[config.mk]
export PLATFORM = sky130hd
export DESIGN_NAME = irq_ctrl
export DESIGN_NICKNAME = d
export VERILOG_FILES = /design/src/rtl/irq_ctrl.sv
export SDC_FILE = /design/constraint.sdc
export NUM_CORES = 1
export LEC_CHECK = 0
export ABC_CLOCK_PERIOD_IN_PS = 3000
export CAP_MARGIN = 15
export CORE_MARGIN = 8
export CORE_UTILIZATION = 35
export CTS_BUF_LIST = sky130_fd_sc_hd__clkbuf_2 sky130_fd_sc_hd__clkbuf_4 sky130_fd_sc_hd__clkbuf_8
export CTS_CLUSTER_DIAMETER = 200
export CTS_CLUSTER_SIZE = 14
export DETAILED_ROUTE_END_ITERATION = 8
export DONT_BUFFER_PORTS = 1
export GPL_TIMING_DRIVEN = 0
export MAX_ROUTING_LAYER = met4
export PLACE_DENSITY_LB_ADDON = 0.1
export SLEW_MARGIN = 10
export SYNTH_ARGS = -nofsm -noshare
export SYNTH_HDL_FRONTEND = slang
export SYNTH_SLANG_ARGS = --single-unit
[constraint.sdc]
create_clock -name clk -period 3 [get_ports clk]
set_input_delay 0.6 -clock clk [delete_from_list [all_inputs] [get_ports clk]]
set_output_delay 0.6 -clock clk [all_outputs]
set_load 0.01 [all_outputs]
[src/rtl/irq_ctrl.sv]
// Six-line (parameterisable) interrupt controller in front of CP0: edge/level capture,
// masking, fixed priority, req/ack handshake to CP0 and nested in-service tracking.
module irq_ctrl #(
   parameter int N_IRQ = 6,
   parameter int VEC_W = 3
) (
   input  logic             clk,
   input  logic             reset,
   input  logic [N_IRQ-1:0] irq_in,
   input  logic             we,
   input  logic [1:0]       addr,
   input  logic [31:0]      wdata,
   output logic [31:0]      rdata,
   input  logic             cp0_ie,
   input  logic             cp0_exl,
   input  logic             irq_ack,
   input  logic             eret,
   output logic             irq_req,
   output logic [VEC_W-1:0] irq_vec,
   output logic [N_IRQ-1:0] ip
);

   typedef enum logic [1:0] {
      S_IDLE = 2'd0,
      S_REQ  = 2'd1,
      S_HOLD = 2'd2
   } state_t;

   localparam logic [1:0] A_MASK  = 2'd0;
   localparam logic [1:0] A_EDGE  = 2'd1;
   localparam logic [1:0] A_PEND  = 2'd2;
   localparam logic [1:0] A_INSVC = 2'd3;

   state_t           r_state;
   state_t           w_state_nxt;
   logic [VEC_W-1:0] r_vec;
   logic [VEC_W-1:0] w_vec_nxt;

   logic [N_IRQ-1:0] r_mask;
   logic [N_IRQ-1:0] r_edge;
   logic [N_IRQ-1:0] r_pend;
   logic [N_IRQ-1:0] r_insvc;
   logic [N_IRQ-1:0] r_prev;

   logic [N_IRQ-1:0] w_wr_bits;
   logic [N_IRQ-1:0] w_eff;
   logic [VEC_W-1:0] w_top;
   logic [VEC_W-1:0] w_hs;
   logic             w_hs_vld;
   logic             w_above;
   logic             w_elig;
   logic             w_ack;
   logic [N_IRQ-1:0] w_ack_bit;
   logic [N_IRQ-1:0] w_eret_bit;
   logic [N_IRQ-1:0] w_rise;
   logic [N_IRQ-1:0] w_clr;
   logic [N_IRQ-1:0] w_pend_nxt;
   logic [N_IRQ-1:0] w_insvc_nxt;
   logic             w_unused;

   // Index of the highest set bit; zero when nothing is set (callers qualify with |v).
   function automatic logic [VEC_W-1:0] f_hi_idx(input logic [N_IRQ-1:0] v);
      logic [VEC_W-1:0] idx;
      idx = '0;
      for (int i = 0; i < N_IRQ; i++) begin
         if (v[i]) idx = VEC_W'(i);
      end
      return idx;
   endfunction

   assign w_wr_bits = wdata[N_IRQ-1:0];
   assign w_unused  = ^wdata[31:N_IRQ];

   assign w_eff    = r_pend & r_mask;
   assign w_top    = f_hi_idx(w_eff);
   assign w_hs     = f_hi_idx(r_insvc);
   assign w_hs_vld = |r_insvc;
   assign w_above  = !w_hs_vld || (w_top > w_hs);
   assign w_elig   = (|w_eff) && cp0_ie && !cp0_exl && w_above;

   assign w_ack      = (r_state == S_REQ) && irq_ack;
   assign w_ack_bit  = w_ack ? (N_IRQ'(1) << r_vec) : '0;
   assign w_eret_bit = (eret && w_hs_vld) ? (N_IRQ'(1) << w_hs) : '0;

   // Edge lines: a fresh rise beats both the W1C write and the ack-time clear.
   assign w_rise      = irq_in & ~r_prev;
   assign w_clr       = ((we && (addr == A_PEND)) ? w_wr_bits : '0) | w_ack_bit;
   assign w_pend_nxt  = (~r_edge & irq_in) | (r_edge & (w_rise | (r_pend & ~w_clr)));
   assign w_insvc_nxt = (r_insvc | w_ack_bit) & ~w_eret_bit;

   always_ff @(posedge clk) begin
      if (!reset) begin
         r_mask  <= '0;
         r_edge  <= '0;
         r_pend  <= '0;
         r_insvc <= '0;
         r_prev  <= '0;
      end else begin
         if (we && (addr == A_MASK)) r_mask <= w_wr_bits;
         if (we && (addr == A_EDGE)) r_edge <= w_wr_bits;
         r_pend  <= w_pend_nxt;
         r_insvc <= w_insvc_nxt;
         r_prev  <= irq_in;
      end
   end

   always_ff @(posedge clk) begin
      if (!reset) begin
         r_state <= S_IDLE;
         r_vec   <= '0;
      end else begin
         r_state <= w_state_nxt;
         r_vec   <= w_vec_nxt;
      end
   end

   // HOLD gives CP0 one cycle to raise EXL before anything new is considered.
   always_comb begin
      w_state_nxt = r_state;
      w_vec_nxt   = r_vec;
      case (r_state)
         S_IDLE: begin
            if (w_elig) begin
               w_state_nxt = S_REQ;
               w_vec_nxt   = w_top;
            end
         end
         S_REQ: begin
            if (irq_ack) begin
               w_state_nxt = S_HOLD;
            end else if (w_elig) begin
               w_vec_nxt = w_top;
            end else begin
               w_state_nxt = S_IDLE;
            end
         end
         S_HOLD: begin
            w_state_nxt = S_IDLE;
         end
         default: begin
            w_state_nxt = S_IDLE;
         end
      endcase
   end

   assign irq_req = (r_state == S_REQ);
   assign irq_vec = r_vec;
   assign ip      = w_eff;

   always_comb begin
      rdata = '0;
      case (addr)
         A_MASK:  rdata = 32'(r_mask);
         A_EDGE:  rdata = 32'(r_edge);
         A_PEND:  rdata = 32'(r_pend);
         A_INSVC: rdata = 32'(r_insvc);
         default: rdata = '0;
      endcase
   end

endmodule

==> impl_results.html, run 1 <==
<table>
<tr><th>Metric</th><th>Value</th></tr>
<tr><th colspan="2">Outcome</th></tr>
<tr><td>Result of the run</td><td>finished, final reports clean</td></tr>
<tr><th colspan="2">Floorplan</th></tr>
<tr><td>Total core area</td><td>5410 um^2</td></tr>
<tr><td>Width of the chip</td><td>89.9 um</td></tr>
<tr><td>Die outline area</td><td>8080 um^2</td></tr>
<tr><td>I/O pin cnt</td><td>89</td></tr>
<tr><td>Initial standard-cell utilization of the core</td><td>35.3%</td></tr>
<tr><td>Count of standard-cell rows</td><td>27</td></tr>
<tr><td>Die boundary height</td><td>89.9 um</td></tr>
<tr><th colspan="2">Global routing</th></tr>
<tr><td>GRT Resource Usage Total</td><td>12.6%</td></tr>
<tr><td>Via count of the first global-routing pass</td><td>1423</td></tr>
<tr><td>First-pass GRT wire length</td><td>7800 um</td></tr>
<tr><td>Pin count of the biggest net entering global routing</td><td>11</td></tr>
<tr><td>Number of antenna violations at the first check in global routing</td><td>0</td></tr>
<tr><td>Remaining global-route overflow</td><td>0</td></tr>
<tr><th colspan="2">Synthesis</th></tr>
<tr><td>Flip-flop cell with the highest count after synthesis</td><td>dfxtp_1</td></tr>
<tr><td>Count of different cell masters after synthesis</td><td>49</td></tr>
<tr><td>Adder-cell area share of the yosys netlist</td><td>1.96%</td></tr>
<tr><td>Cell types with the largest area share after synthesis</td><td>dfxtp_1, buf_4, mux2i_1</td></tr>
<tr><td>Library cell with the highest instance count after synthesis</td><td>dfxtp_1</td></tr>
<tr><td>Cell count after synthesis</td><td>207</td></tr>
<tr><td>Fraction of registers with async set/reset</td><td>0%</td></tr>
<tr><td>EDFF count, synth</td><td>0</td></tr>
<tr><td>Main combinational cell family by area after synthesis</td><td>simple AND/OR/NAND/NOR gates</td></tr>
<tr><td>Share of synthesized cell area in and, or, nand and nor gates</td><td>21.0%</td></tr>
<tr><td>Yosys top cell by area</td><td>dfxtp_1</td></tr>
<tr><td>Post-synthesis average cell area</td><td>9.23 um^2</td></tr>
<tr><td>Count of warnings emitted by yosys</td><td>0</td></tr>
<tr><td>Portion of netlist area occupied by mux cells</td><td>14.3%</td></tr>
<tr><td>XOR/XNOR share of the synthesized area</td><td>0%</td></tr>
<tr><td>Leading post-synthesis cells by instance count</td><td>dfxtp_1, buf_4, nor2_1</td></tr>
<tr><td>Post-synthesis instance area</td><td>1910 um^2</td></tr>
<tr><td>Share of the synthesized area in the top cell type</td><td>36.7%</td></tr>
<tr><td>Synthesized-area fraction occupied by ao, oa, aoi and oai cells</td><td>12.4%</td></tr>
<tr><td>Seq/Total Area, Yosys</td><td>36.7%</td></tr>
<tr><td>Seq cells post-synth</td><td>35</td></tr>
<tr><th colspan="2">Placement</th></tr>
<tr><td>Number of buffers inserted by port buffering</td><td>0</td></tr>
<tr><td>Routability cong.</td><td>0.785</td></tr>
<tr><td>HPWL reported at the end of detailed placement</td><td>3820 um</td></tr>
<tr><td>Cell area after placement</td><td>2090 um^2</td></tr>
<tr><th colspan="2">Route</th></tr>
<tr><td>DRC violation count after routing</td><td>0</td></tr>
<tr><td>Total via count after detailed routing</td><td>1441</td></tr>
<tr><td>Antenna violation net count after detailed routing</td><td>0</td></tr>
<tr><td>Total iterations of the first detailed-routing run</td><td>4</td></tr>
<tr><td>Avg Vias per Cell</td><td>4.65</td></tr>
<tr><td>Wire length per cell after detailed routing</td><td>15.7 um</td></tr>
<tr><td>Aggregate routed wire length</td><td>4860 um</td></tr>
<tr><td>Number of DRC markers in iteration 0</td><td>70</td></tr>
<tr><th colspan="2">Worst setup path</th></tr>
<tr><td>Required @ worst endpoint</td><td>3.17 ns</td></tr>
<tr><td>Worst Setup End Kind</td><td>register</td></tr>
<tr><td>Arrival time of data at the critical path endpoint</td><td>2.50 ns</td></tr>
<tr><td>Critical path class</td><td>register to register</td></tr>
<tr><td>CP max FO</td><td>7</td></tr>
<tr><td>Crit path launch type</td><td>register</td></tr>
<tr><th colspan="2">STA</th></tr>
<tr><td>Slew at the pin closest to its max-slew limit</td><td>0.673 ns</td></tr>
<tr><td>Post-Route Setup TNS</td><td>0 ns</td></tr>
<tr><td>Setup repair after global routing missed its margin</td><td>false</td></tr>
<tr><td>Count of endpoints failing setup in the final report</td><td>0</td></tr>
<tr><td>Final hold viol count</td><td>0</td></tr>
<tr><td>Final Slew Violations</td><td>0</td></tr>
<tr><td>Worst slew margin relative to its limit</td><td>55.0%</td></tr>
<tr><td>Period utilisation layout</td><td>77.5%</td></tr>
<tr><td>Highest achievable clock rate</td><td>0.430 GHz</td></tr>
<tr><td>Worst clock skew</td><td>0.00397 ns</td></tr>
<tr><td>Clock period minus final worst setup slack</td><td>2.33 ns</td></tr>
<tr><th colspan="2">Clock network</th></tr>
<tr><td>Total of cells resized after clock tree synthesis</td><td>0</td></tr>
<tr><td>Number of H-tree branching levels</td><td>2</td></tr>
<tr><td>Number of buffers added for setup after CTS</td><td>0</td></tr>
<tr><td>Clk buf depth</td><td>2</td></tr>
<tr><td>Cts hold-fix bufs</td><td>0</td></tr>
<tr><td>Clock tree from TritonCTS</td><td>built</td></tr>
<tr><td>Root cell of the clock tree</td><td>clkbuf_8</td></tr>
<tr><td>Total number of clock tree sinks</td><td>35</td></tr>
<tr><td>Register clock-pin slew on the reported worst setup and hold paths</td><td>0.07 ns</td></tr>
<tr><td>Clock latency of the later-clocked register in the worst-skew pair</td><td>0.28 ns</td></tr>
<tr><td>TritonCTS buffer count</td><td>5</td></tr>
<tr><th colspan="2">Power and ir drop</th></tr>
<tr><td>Leakage power</td><td>0.987 nW</td></tr>
<tr><td>Power density relative to cell area</td><td>424 nW/um^2</td></tr>
<tr><td>Peak supply drop</td><td>0.197 mV</td></tr>
<tr><th colspan="2">Cells and area</th></tr>
<tr><td>Non-Filler Cell Area, Final</td><td>2170 um^2</td></tr>
<tr><td>Sequential standard cell area</td><td>701 um^2</td></tr>
<tr><td>Share of layout cells above drive strength 1</td><td>21.0%</td></tr>
<tr><td>Number of inserted diodes</td><td>0</td></tr>
<tr><td>Fill cell count</td><td>581</td></tr>
<tr><td>Multi-input gate area in the final layout</td><td>1050 um^2</td></tr>
<tr><td>Total Nets Final</td><td>289</td></tr>
<tr><td>Area Growth Syn to Fin</td><td>13.6%</td></tr>
<tr><th colspan="2">Hold path</th></tr>
<tr><td>Worst min-delay path class</td><td>input pin to register</td></tr>
<tr><th colspan="2">Flow run</th></tr>
<tr><td>Maxcap violations</td><td>0</td></tr>
</table>
==> power breakdown <==
part,total [mW],switching (mW),leakage (nW),internal [mW]
registers,0.490,0.00974,0.286,0.480
logic,0.114,0.0604,0.660,0.0536
clock network,0.317,0.153,0.0406,0.164
total,0.921,0.223,0.987,0.697
==> critical path: stages (launching register included) <==
cell     delay [ns]
dfxtp_1        0.32
and2_1         0.23
or2_1          0.34
a21oi_1        0.25
ha_1           0.29
nand3_1        0.08
o21ai_0        0.09
o21a_1         0.26
o311a_1        0.34
==> cells by family after synthesis <==
family,after synthesis
AO/OA/AOI/OAI,34
multiplexers,19
buffers and inverters,38
AND/OR/NAND/NOR,77
other,1
adder cells (fa/ha/maj),3
flip-flops,35
==> registers in the layout (all words and copies together), names as in the netlist <==
name,count
r_edge,6
r_mask,6
r_pend,6
r_insvc,6
irq_vec,3
r_state,2
r_prev,6
==> per-stage QoR <==
step	setup WS (ns)	instances	hold slack, ns	utilization, %	total power [mW]
floorplan	0.951	232	0.443	-	0.595
global placement	0.704	304	0.451	38.8	0.614
detailed placement	0.721	304	0.456	38.8	0.614
CTS	0.705	310	0.454	40.2	0.936
global route	0.509	310	0.456	40.2	0.971
finish	0.674	310	0.462	40.2	0.921
==> layout make-up <==
cell class,instances,area share (%)
buffer,32,10.8
inverter,6,1.04
tap,72,4.15
sequential,35,32.3
clock buffer,6,3.52
multi-input combinational,159,48.2
==> layout by cell type, fill, tap and decap left out, types with 2 or more instances in the layout <==
cell type and instances:
a21oi_1 10, a22o_1 2, and2_1 10, and3_1 2, buf_2 2, buf_4 26, buf_6 2, clkbuf_8 5
conb_1 26, dfxtp_1 35, ha_1 3, inv_1 3, inv_2 2, mux2i_1 12, mux4_1 2, mux4_2 4
nand2_1 17, nand3_1 8, nand3b_1 2, nand4_1 2, nor2_1 24, nor3_1 2, o211ai_1 2, o21a_1 2
o21ai_0 7
==> routing by layer <==
layer / vias up / GRT usage (%) / part of all wire, %
li1: 741 / - / -
met1: 649 / 16.0 / 47
met2: 46 / 17.9 / 43
met3: 5 / 5.32 / 8.3
met4: 0 / 3.33 / 0.99
met5: - / - / 0
==> final timing paths <==
path              startpoint          to  slack [ns]  cells past startpoint
hold reg to reg    r_prev[1]   r_pend[1]        0.47                      3
hold / removal       irq_ack  r_state[1]        0.46                      1
setup / recovery   r_pend[4]  irq_vec[2]        0.67                      8
setup reg to reg   r_pend[4]  irq_vec[2]        0.67                      8
Note: power is estimated with default switching activity, not from simulation.
==> run 2: changes to the inputs <==
--- a/config.mk
+++ b/config.mk
@@ -5,7 +5,7 @@
 export SDC_FILE = /design/constraint.sdc
 export NUM_CORES = 1
 export LEC_CHECK = 0
-export ABC_CLOCK_PERIOD_IN_PS = 3000
+export ABC_CLOCK_PERIOD_IN_PS = 2250
 export CAP_MARGIN = 15
 export CORE_MARGIN = 8
 export CORE_UTILIZATION = 35
==> constraint.sdc (replaced) <==
create_clock -name clk -period 2.25 [get_ports clk]
set_input_delay 0.45 -clock clk [delete_from_list [all_inputs] [get_ports clk]]
set_output_delay 0.45 -clock clk [all_outputs]
set_load 0.01 [all_outputs]
==> run 2 against run 1 <==
  * Core utilization is 0.28 points higher
  * Sequential share of layout area is 0.22 points lower
  * Total power is 34% higher
  * Largest cell class unchanged
==> impl_results.html, run 2 (synthesized netlist as in run 1, its figures left out) <==
<table>
<tr><th>Metric</th><th>Value</th></tr>
<tr><th colspan="2">Clock network</th></tr>
<tr><td>Register clock-pin slew on the reported worst setup and hold paths</td><td>0.07 ns (about the same)</td></tr>
<tr><td>Clk buf depth</td><td>2 (unchanged)</td></tr>
<tr><td>Root cell of the clock tree</td><td>clkbuf_8</td></tr>
<tr><td>Cts hold-fix bufs</td><td>0 (unchanged)</td></tr>
<tr><td>Total number of clock tree sinks</td><td>35 (unchanged)</td></tr>
<tr><td>Number of H-tree branching levels</td><td>2 (unchanged)</td></tr>
<tr><td>Number of buffers added for setup after CTS</td><td>0 (unchanged)</td></tr>
<tr><td>TritonCTS buffer count</td><td>5 (unchanged)</td></tr>
<tr><td>Clock latency of the later-clocked register in the worst-skew pair</td><td>0.28 ns (about the same)</td></tr>
<tr><td>Clock tree from TritonCTS</td><td>built</td></tr>
<tr><th colspan="2">Flow run</th></tr>
<tr><td>Maxcap violations</td><td>0 (unchanged)</td></tr>
<tr><th colspan="2">Global routing</th></tr>
<tr><td>Most used routing layer in global routing</td><td>met2</td></tr>
<tr><td>GRT Resource Usage Total</td><td>12.6% (-0.018 points)</td></tr>
<tr><td>Global routing usage on met1</td><td>15.9% (-0.050 points)</td></tr>
<tr><td>Number of antenna violations at the first check in global routing</td><td>0 (unchanged)</td></tr>
<tr><td>First-pass GRT wire length</td><td>7780 um (-0.27%)</td></tr>
<tr><td>Via count of the first global-routing pass</td><td>1424 (+0.070%)</td></tr>
<tr><td>Met3 routing resource usage after global routing</td><td>5.32% (unchanged)</td></tr>
<tr><td>GR met2 Demand/Resource</td><td>17.9% (unchanged)</td></tr>
<tr><td>Remaining global-route overflow</td><td>0 (unchanged)</td></tr>
<tr><td>Pin count of the biggest net entering global routing</td><td>11 (unchanged)</td></tr>
<tr><th colspan="2">Floorplan</th></tr>
<tr><td>Die boundary height</td><td>89.9 um (unchanged)</td></tr>
<tr><td>I/O pin cnt</td><td>89 (unchanged)</td></tr>
<tr><td>Initial standard-cell utilization of the core</td><td>35.3% (unchanged)</td></tr>
<tr><td>Count of standard-cell rows</td><td>27 (unchanged)</td></tr>
<tr><td>Width of the chip</td><td>89.9 um (unchanged)</td></tr>
<tr><td>Total core area</td><td>5410 um^2 (unchanged)</td></tr>
<tr><td>Die outline area</td><td>8080 um^2 (unchanged)</td></tr>
<tr><th colspan="2">Outcome</th></tr>
<tr><td>Result of the run</td><td>finished, final reports clean</td></tr>
<tr><th colspan="2">Route</th></tr>
<tr><td>Total iterations of the first detailed-routing run</td><td>6 (+2)</td></tr>
<tr><td>Total via count after detailed routing</td><td>1442 (+0.069%)</td></tr>
<tr><td>Wire length per cell after detailed routing</td><td>15.7 um (about the same)</td></tr>
<tr><td>Antenna violation net count after detailed routing</td><td>0 (unchanged)</td></tr>
<tr><td>DRC violation count after routing</td><td>0 (unchanged)</td></tr>
<tr><td>Number of DRC markers in iteration 0</td><td>67 (-4.3%)</td></tr>
<tr><td>Avg Vias per Cell</td><td>4.65 (about the same)</td></tr>
<tr><td>Aggregate routed wire length</td><td>4860 um (about the same)</td></tr>
<tr><th colspan="2">STA</th></tr>
<tr><td>Setup repair after global routing missed its margin</td><td>false</td></tr>
<tr><td>Final hold viol count</td><td>0 (unchanged)</td></tr>
<tr><td>Final Slew Violations</td><td>0 (unchanged)</td></tr>
<tr><td>Worst clock skew</td><td>0.00395 ns (-0.0000198 ns)</td></tr>
<tr><td>Period utilisation layout</td><td>94.5% (+17 points)</td></tr>
<tr><td>Clock period minus final worst setup slack</td><td>2.13 ns (-0.199 ns)</td></tr>
<tr><td>Slew at the pin closest to its max-slew limit</td><td>0.673 ns (unchanged)</td></tr>
<tr><td>WHS</td><td>0.312 ns (-0.150 ns)</td></tr>
<tr><td>Highest achievable clock rate</td><td>0.470 GHz (+9.4%)</td></tr>
<tr><td>Count of endpoints failing setup in the final report</td><td>0 (unchanged)</td></tr>
<tr><td>Worst slew margin relative to its limit</td><td>55.0% (unchanged)</td></tr>
<tr><th colspan="2">Worst setup path</th></tr>
<tr><td>Series of cell instances along the critical path</td><td>and2_2 &gt; or2_4 &gt; a21oi_2 &gt; ha_1 &gt; nand3_1 &gt; o21ai_0 &gt; o21a_2 &gt; o311a_1</td></tr>
<tr><td>Slowest cell on crit path</td><td>o311a_1</td></tr>
<tr><td>Delay contributed by the slowest stage of the critical path</td><td>0.33 ns (about the same)</td></tr>
<tr><td>CP max FO</td><td>7 (unchanged)</td></tr>
<tr><td>Worst Setup End Kind</td><td>register</td></tr>
<tr><td>Critical path class</td><td>register to register</td></tr>
<tr><td>Required @ worst endpoint</td><td>2.42 ns (-0.75 ns)</td></tr>
<tr><td>Arrival time of data at the critical path endpoint</td><td>2.30 ns (-0.20 ns)</td></tr>
<tr><td>Crit path launch type</td><td>register</td></tr>
<tr><th colspan="2">Placement</th></tr>
<tr><td>HPWL reported at the end of detailed placement</td><td>3820 um (unchanged)</td></tr>
<tr><td>Routability cong.</td><td>0.785 (unchanged)</td></tr>
<tr><td>Cell area after placement</td><td>2090 um^2 (unchanged)</td></tr>
<tr><td>Number of buffers inserted by port buffering</td><td>0 (unchanged)</td></tr>
<tr><th colspan="2">Cells and area</th></tr>
<tr><td>Number of inserted diodes</td><td>0 (unchanged)</td></tr>
<tr><td>Commonest cells after routing, fill and taps aside</td><td>dfxtp_1, buf_4, conb_1, nor2_1, nand2_1</td></tr>
<tr><td>Share of layout cells above drive strength 1</td><td>23.1% (+2.1 points)</td></tr>
<tr><td>Leading cell type in the layout, fill and taps excluded</td><td>dfxtp_1</td></tr>
<tr><td>Non-Filler Cell Area, Final</td><td>2190 um^2 (+0.69%)</td></tr>
<tr><td>Area Growth Syn to Fin</td><td>14.4%</td></tr>
<tr><td>Total Nets Final</td><td>289 (unchanged)</td></tr>
<tr><th colspan="2">Power and ir drop</th></tr>
<tr><td>Power density relative to cell area</td><td>562 nW/um^2 (+33%)</td></tr>
<tr><td>Leakage power</td><td>0.988 nW (+0.19%)</td></tr>
<tr><td>Peak supply drop</td><td>0.263 mV (+33%)</td></tr>
<tr><th colspan="2">Hold path</th></tr>
<tr><td>Worst min-delay path class</td><td>input pin to register</td></tr>
</table>
## run 2: what timing repair did
action / 4_1_cts / 5_1_grt
setup endpoints to repair: 3 / 3
resized for setup: 1 / 4
pin swaps: 0 / 0
## run 2: stage by stage
step	utilization (%)	total power [mW]	cells	worst slack, ns	TNS [ns]
after global placement	38.8	0.818	304	-0.0464	-0.0618
final	40.4	1.23	310	0.123	0
after CTS	40.2	1.25	310	0.0275	0
after global routing	40.4	1.30	310	0.00614	0
after detailed placement	38.8	0.818	304	-0.0288	-0.0288
after floorplan	-	0.793	232	0.227	0
## run 2: final timing paths
check        startpoint    endpoint  slack (ns)  cells after the start
max           r_pend[4]  irq_vec[2]        0.12                      8
min             irq_ack  r_state[1]        0.31                      1
max reg2reg   r_pend[4]  irq_vec[2]        0.12                      8
min reg2reg   r_prev[1]   r_pend[1]        0.47                      3
## run 2: power by group
group          switching [mW]  total (mW)  internal (mW)
registers              0.0133       0.653          0.640
logic                  0.0806       0.153         0.0722
clock network           0.205       0.423          0.218
## run 2: worst max-delay path: cells and delay by family, from the launching register on
| kind | cells | cell delay (ns) |
|---|---|---|
| compound gates | 4 | 0.83 |
| fa+ha+maj | 1 | 0.27 |
| flops | 1 | 0.32 |
| simple gates | 3 | 0.60 |
## run 2: cell type report
| class | instances | area (um^2) |
|---|---|---|
| Sequential cell | 35 | 701 |
| Fill cell | 582 | 3220 |
| Clock buffer | 6 | 76.3 |
| Buffer | 32 | 235 |
| Inverter | 6 | 22.5 |
| Tap cell | 72 | 90.1 |
| Multi-Input combinational cell | 159 | 1060 |
## run 2: metal layers
layer | share of wire [%] | wire (um) | vias to the layer above
li1 | - | - | 741
met1 | 47 | 2260 | 648
met2 | 44 | 2120 | 48
met3 | 8.8 | 427 | 5
met4 | 0.99 | 48 | 0
met5 | 0 | 0 | -
==> RTL change 1 (config.mk and constraints of run 2) <==
Re-encode `state_t` (3 states) as one-hot, 3 bits wide.
--- a/src/rtl/irq_ctrl.sv
+++ b/src/rtl/irq_ctrl.sv
@@ -20,10 +20,10 @@
    output logic [N_IRQ-1:0] ip
 );
 
-   typedef enum logic [1:0] {
-      S_IDLE = 2'd0,
-      S_REQ  = 2'd1,
-      S_HOLD = 2'd2
+   typedef enum logic [2:0] {
+      S_IDLE = 3'b001,
+      S_REQ  = 3'b010,
+      S_HOLD = 3'b100
    } state_t;
 
    localparam logic [1:0] A_MASK  = 2'd0;
Check against the original RTL: no difference found for any inputs over 4 cycles, from zero or initial values and one cycle with reset low; so few cycles prove little.
==> RTL change 1 against run 2 <==
Area after synthesis rose by 3.7%; synthesized cell count rose by 3.9%; worst setup slack improved by 13 ps; sequential cell count rose by 1; power rose by 13%; critical path type unchanged; worst hold slack got worse by 4.0 ps; final area rose by 4.4%; first-iteration DRC count fell by 4.5%; critical path depth rose by 2; die area rose by 3.0%; wire length rose by 0.31%.
==> RTL change 1: results (changes against run 2) <==
synth:
  syn-instance-count: 215  # +3.9%
  synth.area.top_cells: "dfxtp_1 (36%), buf_4 (10%), mux2i_1 (7.6%)"
  ys_seq_area_frac: 0.364  # -0.00287
  yosysUniqueCellTypes: 45  # -8.2%
  synth_common_cells: "dfxtp_1 (36), buf_4 (27), nand2_1 (25), nor2_1 (25), mux2i_1 (15)"
grt:
  first_global_vias: 1493  # +4.8%
  use_met1: 0.131  # -0.0288
  antenna_found_initial: 0  # unchanged
  grt_usage: 0.123  # -0.00284
  grt_max_degree: 12  # +1
  grtUsageMet3: 0.0617  # +0.00853
  grt_pass1_wl_mm: 7.86  # +1.1%
  use_met2: 0.195  # +0.0155
clocking:
  cts_buffers: 5  # unchanged
  post_cts_buffers: 0  # unchanged
  cts_resized: 0  # -1
critical_path:
  r2r_start: "r_pend[3]"
  rrSetupSlack_ps: 140
  reg2regPathDepth: 10  # +2
  cpMaxStageDelayCell: "or3_1"
  crit_family: "simple AND/OR/NAND/NOR gates"
  worst-path-max-fanout: 4  # -3
  slowest_delay_ps: 350  # +20 ps
detailed_routing:
  routedWlPerCell_um: 15.2  # -2.8%
  num_vias: 1460  # +1.2%
  drt_iter0_drc: 64  # -4.5%
  first_pass_iters: 4  # -2
layout:
  layout-drive-gt1-share: 0.222  # -0.00932
  nets: 297  # +2.8%
  n_fill_cell: 573  # -1.5%
  layoutNonFillerInstCount: 320  # +3.2%
power:
  leakagePower_nw: 1.03  # +4.2%
  power_mw: 1.39  # +13%
  powerComb_mw: 0.146  # -5%
  p_sw_mw: 0.323  # +8.3%
  max-vdd-ir-drop_mv: 0.254  # -3.5%
  powerSeq_mw: 0.673  # +3%
placement:
  dpl.hpwl_mm: 3.93  # +2.9%
  numPortBuffers: 0  # unchanged
  place_ws_ps: 69.7  # +98.5 ps
  place_inst: 312  # +2.6%
timing:
  relSlewSlack: 0.635  # +0.0851
hold_path:
  min_to: "r_prev[1]"
  min_from: "irq_in[1]"
run_status:
  outcome: "completed"
==> RTL change 1: cell types whose count changed after synthesis, sizes merged, moves of 2 or more <==
cell     change
o21ai        +2
a21oi        -5
nor2         +3
o211a        +2
nand2        +7
nand4bb      +2
mux2i        +3
o211ai       -2
nor4b        +2
and3         -2
nand4        +2
==> RTL change 1: through the flow <==
| step | area, µm² | hold slack (ps) |
|---|---|---|
| after detailed placement | 2160 | 457 |
| final | 2280 | 308 |
| after global placement | 2160 | 458 |
| after CTS | 2280 | 301 |
| after floorplan | 2070 | 446 |
| after global routing | 2280 | 291 |
==> RTL change 1: how the worst max path moves through the flow <==
stage	from	end	slack (ps)	depth (start not counted)
after floorplan	r_pend[3]	irq_vec[2]	350	10
after global placement	r_pend[1]	irq_vec[2]	60	11
after detailed placement	r_pend[1]	irq_vec[2]	70	11
after CTS	r_pend[1]	irq_vec[2]	20	11
after global routing	r_pend[3]	irq_vec[2]	10	10
final	r_pend[3]	irq_vec[2]	140	10
==> RTL change 1: routing by layer <==
layer | routed length, µm | up-vias
met5 | 0 | -
met4 | 54 | 0
met3 | 469 | 4
met2 | 2360 | 47
met1 | 1990 | 646
li1 | - | 763
==> RTL change 1: area by class of cell <==
cell class / count / share of cell area
inverters: 5 / 0.00822
plain buffers: 32 / 0.0981
well taps: 72 / 0.0395
multi-input cells: 167 / 0.489
clock buffers: 6 / 0.0334
clock inverters: 2 / 0.0154
flip-flops and latches: 36 / 0.316
==> RTL change 1: cells by family (layout without fill, tap and decap cells) <==
kind of cell / Yosys count / count (layout) / share of synthesized area
compound gates: 26 / 26 / 0.0910
mux: 22 / 22 / 0.154
simple gates: 90 / 90 / 0.248
fa+ha+maj: 3 / 3 / 0.0190
flops: 36 / 36 / 0.364
other cells: 1 / 26 / 0.00189
buf+inv: 37 / 45 / 0.123
==> RTL change 2 (flow settings as in run 2) <==
Without the edit above. `N_IRQ`: 6 -> 3.
--- a/src/rtl/irq_ctrl.sv
+++ b/src/rtl/irq_ctrl.sv
@@ -1,7 +1,7 @@
 // Six-line (parameterisable) interrupt controller in front of CP0: edge/level capture,
 // masking, fixed priority, req/ack handshake to CP0 and nested in-service tracking.
 module irq_ctrl #(
-   parameter int N_IRQ = 6,
+   parameter int N_IRQ = 3,
    parameter int VEC_W = 3
 ) (
    input  logic             clk,
Ports: changed (resized ip and irq_in); port bits go from 89 to 83. No check against the original RTL was run, so the function may have changed too.
==> RTL change 2 against run 2 <==
Synthesized cell count down 39%; wire length fell by 47%; final area decreased by 39%; power decreased by 48%; area after synthesis decreased by 41%; sequential cell count is 16 lower; worst setup slack gained 250 ps; first-iteration DRC count decreased by 81%; largest power group unchanged.
==> RTL change 2: results (changes against run 2) <==
critical_path:
  cp.arrival_ps: 2090  # -210 ps
  worst-path-max-fanout: 4  # -3
  crit_family: "compound AO/OA/AOI/OAI gates"
  cpMaxStageDelayCell: "dfxtp_1"
  slowest_delay_ps: 370  # +40 ps
detailed_routing:
  drt_iter0_drc: 13  # -81%
  first_pass_iters: 4  # -2
  drt-total-wl_mm: 2.60  # -47%
  post_drt_via_cell_ratio: 4.22  # -9.3%
synth:
  synth_common_cells: "buf_4 (31), dfxtp_1 (19), nand2_1 (14), nor2_1 (12), mux2i_1 (8)"
  yosysWarnings: 0  # unchanged
  synth_largest_area_cell: "dfxtp_1"
  ys_seq_area_frac: 0.335  # -0.0316
  yosysUniqueCellTypes: 30  # -39%
  synth.area.top_cells: "dfxtp_1 (34%), buf_4 (21%), mux2i_1 (7.1%)"
  ys.flop_type: "dfxtp_1"
  synth-async-reset-ratio: 0  # unchanged
clocking:
  post_cts_buffers: 0  # unchanged
  cts.clk_slew.worst_paths_ps: 110  # +40 ps
  cts.path.max_buffers: 2  # unchanged
  cts_buffers: 3  # -2
  root_buffer: "clkbuf_4"
  h-tree-depth: 1  # -1
  cts_resized: 0  # -1
  insertion_delay_ps: 290
grt:
  first_global_vias: 863  # -39%
  grt_max_degree: 11  # unchanged
  grt_pass1_wl_mm: 4.10  # -47%
  antenna_found_initial: 0  # unchanged
  grt_usage: 0.0996  # -0.0264
power:
  leakagePower_nw: 0.644  # -35%
  max-vdd-ir-drop_mv: 0.233  # -11%
placement:
  dpl.hpwl_mm: 2.21  # -42%
  gp_congestion: 0.732  # -6.8%
  place_ws_ps: 378  # +407 ps
  numPortBuffers: 0  # unchanged
timing:
  skew_ps: 9.59  # +5.65 ps
  relSlewSlack: 0.535  # -0.0153
  setup_tns_ps: 0  # unchanged
layout:
  diodes: 0  # unchanged
  n_fill_cell: 300  # -48%
  nets: 207  # -28%
  layout-drive-gt1-share: 0.263  # +0.0314
hold_path:
  holdCritPathClass: "input port to register"
run_status:
  outcome: "completed"
-- RTL change 2: path summary, 6_finish.rpt --
check / from / to / slack, ps / cells after the start
worst max-delay path: r_pend[1] / irq_vec[1] / 370 / 7
worst min-delay path: wdata[2] / r_edge[2] / 300 / 2
worst max register to register: r_pend[1] / irq_vec[1] / 370 / 7
worst min register to register: r_prev[0] / r_pend[0] / 490 / 3
-- RTL change 2: logic make-up after synthesis --
logic type | after synthesis | share of synthesized area
AND/OR/NAND/NOR | 51 | 0.234
buffers and inverters | 35 | 0.219
flip-flops | 19 | 0.335
multiplexers | 12 | 0.143
AO/OA/AOI/OAI | 7 | 0.0430
adder cells (fa/ha/maj) | 2 | 0.0220
other | 1 | 0.00330
-- RTL change 2: layout make-up --
class | instances | area share
multi-input combinational | 102 | 0.462
inverter | 3 | 0.00847
buffer | 32 | 0.179
sequential | 19 | 0.286
clock buffer | 4 | 0.0226
tap | 44 | 0.0414
-- RTL change 2: power breakdown --
part / internal, mW / switching, mW
clock network: 0.0809 / 0.0999
logic: 0.0512 / 0.0514
registers: 0.346 / 0.00608
total: 0.478 / 0.157
-- RTL change 2: metrics by stage --
step                       util  cells  total power, mW  hold slack, ps  area [µm²]
final                     0.432    204            0.636             296        1330
after global routing      0.432    204            0.663             295        1330
after CTS                 0.432    204            0.636             297        1330
after detailed placement  0.422    200            0.458             461        1300
after global placement    0.422    200            0.457             456        1300
after floorplan               -    156            0.449             446        1240
-- RTL change 2: worst register-to-register path: stages (launching register included) --
cell and delay, ps:
dfxtp_1 370, and2_1 280, nand2_1 90, ha_1 300
nand2_1 50, o21ai_0 90, a221oi_2 370, mux2i_1 240
-- RTL change 2: per-layer routing --
metal  track usage  share of wire  vias to the layer above
met1         0.107           0.42                      381
met3        0.0302          0.089                        2
met5             -              0                        -
li1              -              -                      438
met4        0.0333         0.0065                        0
met2         0.170           0.48                       40
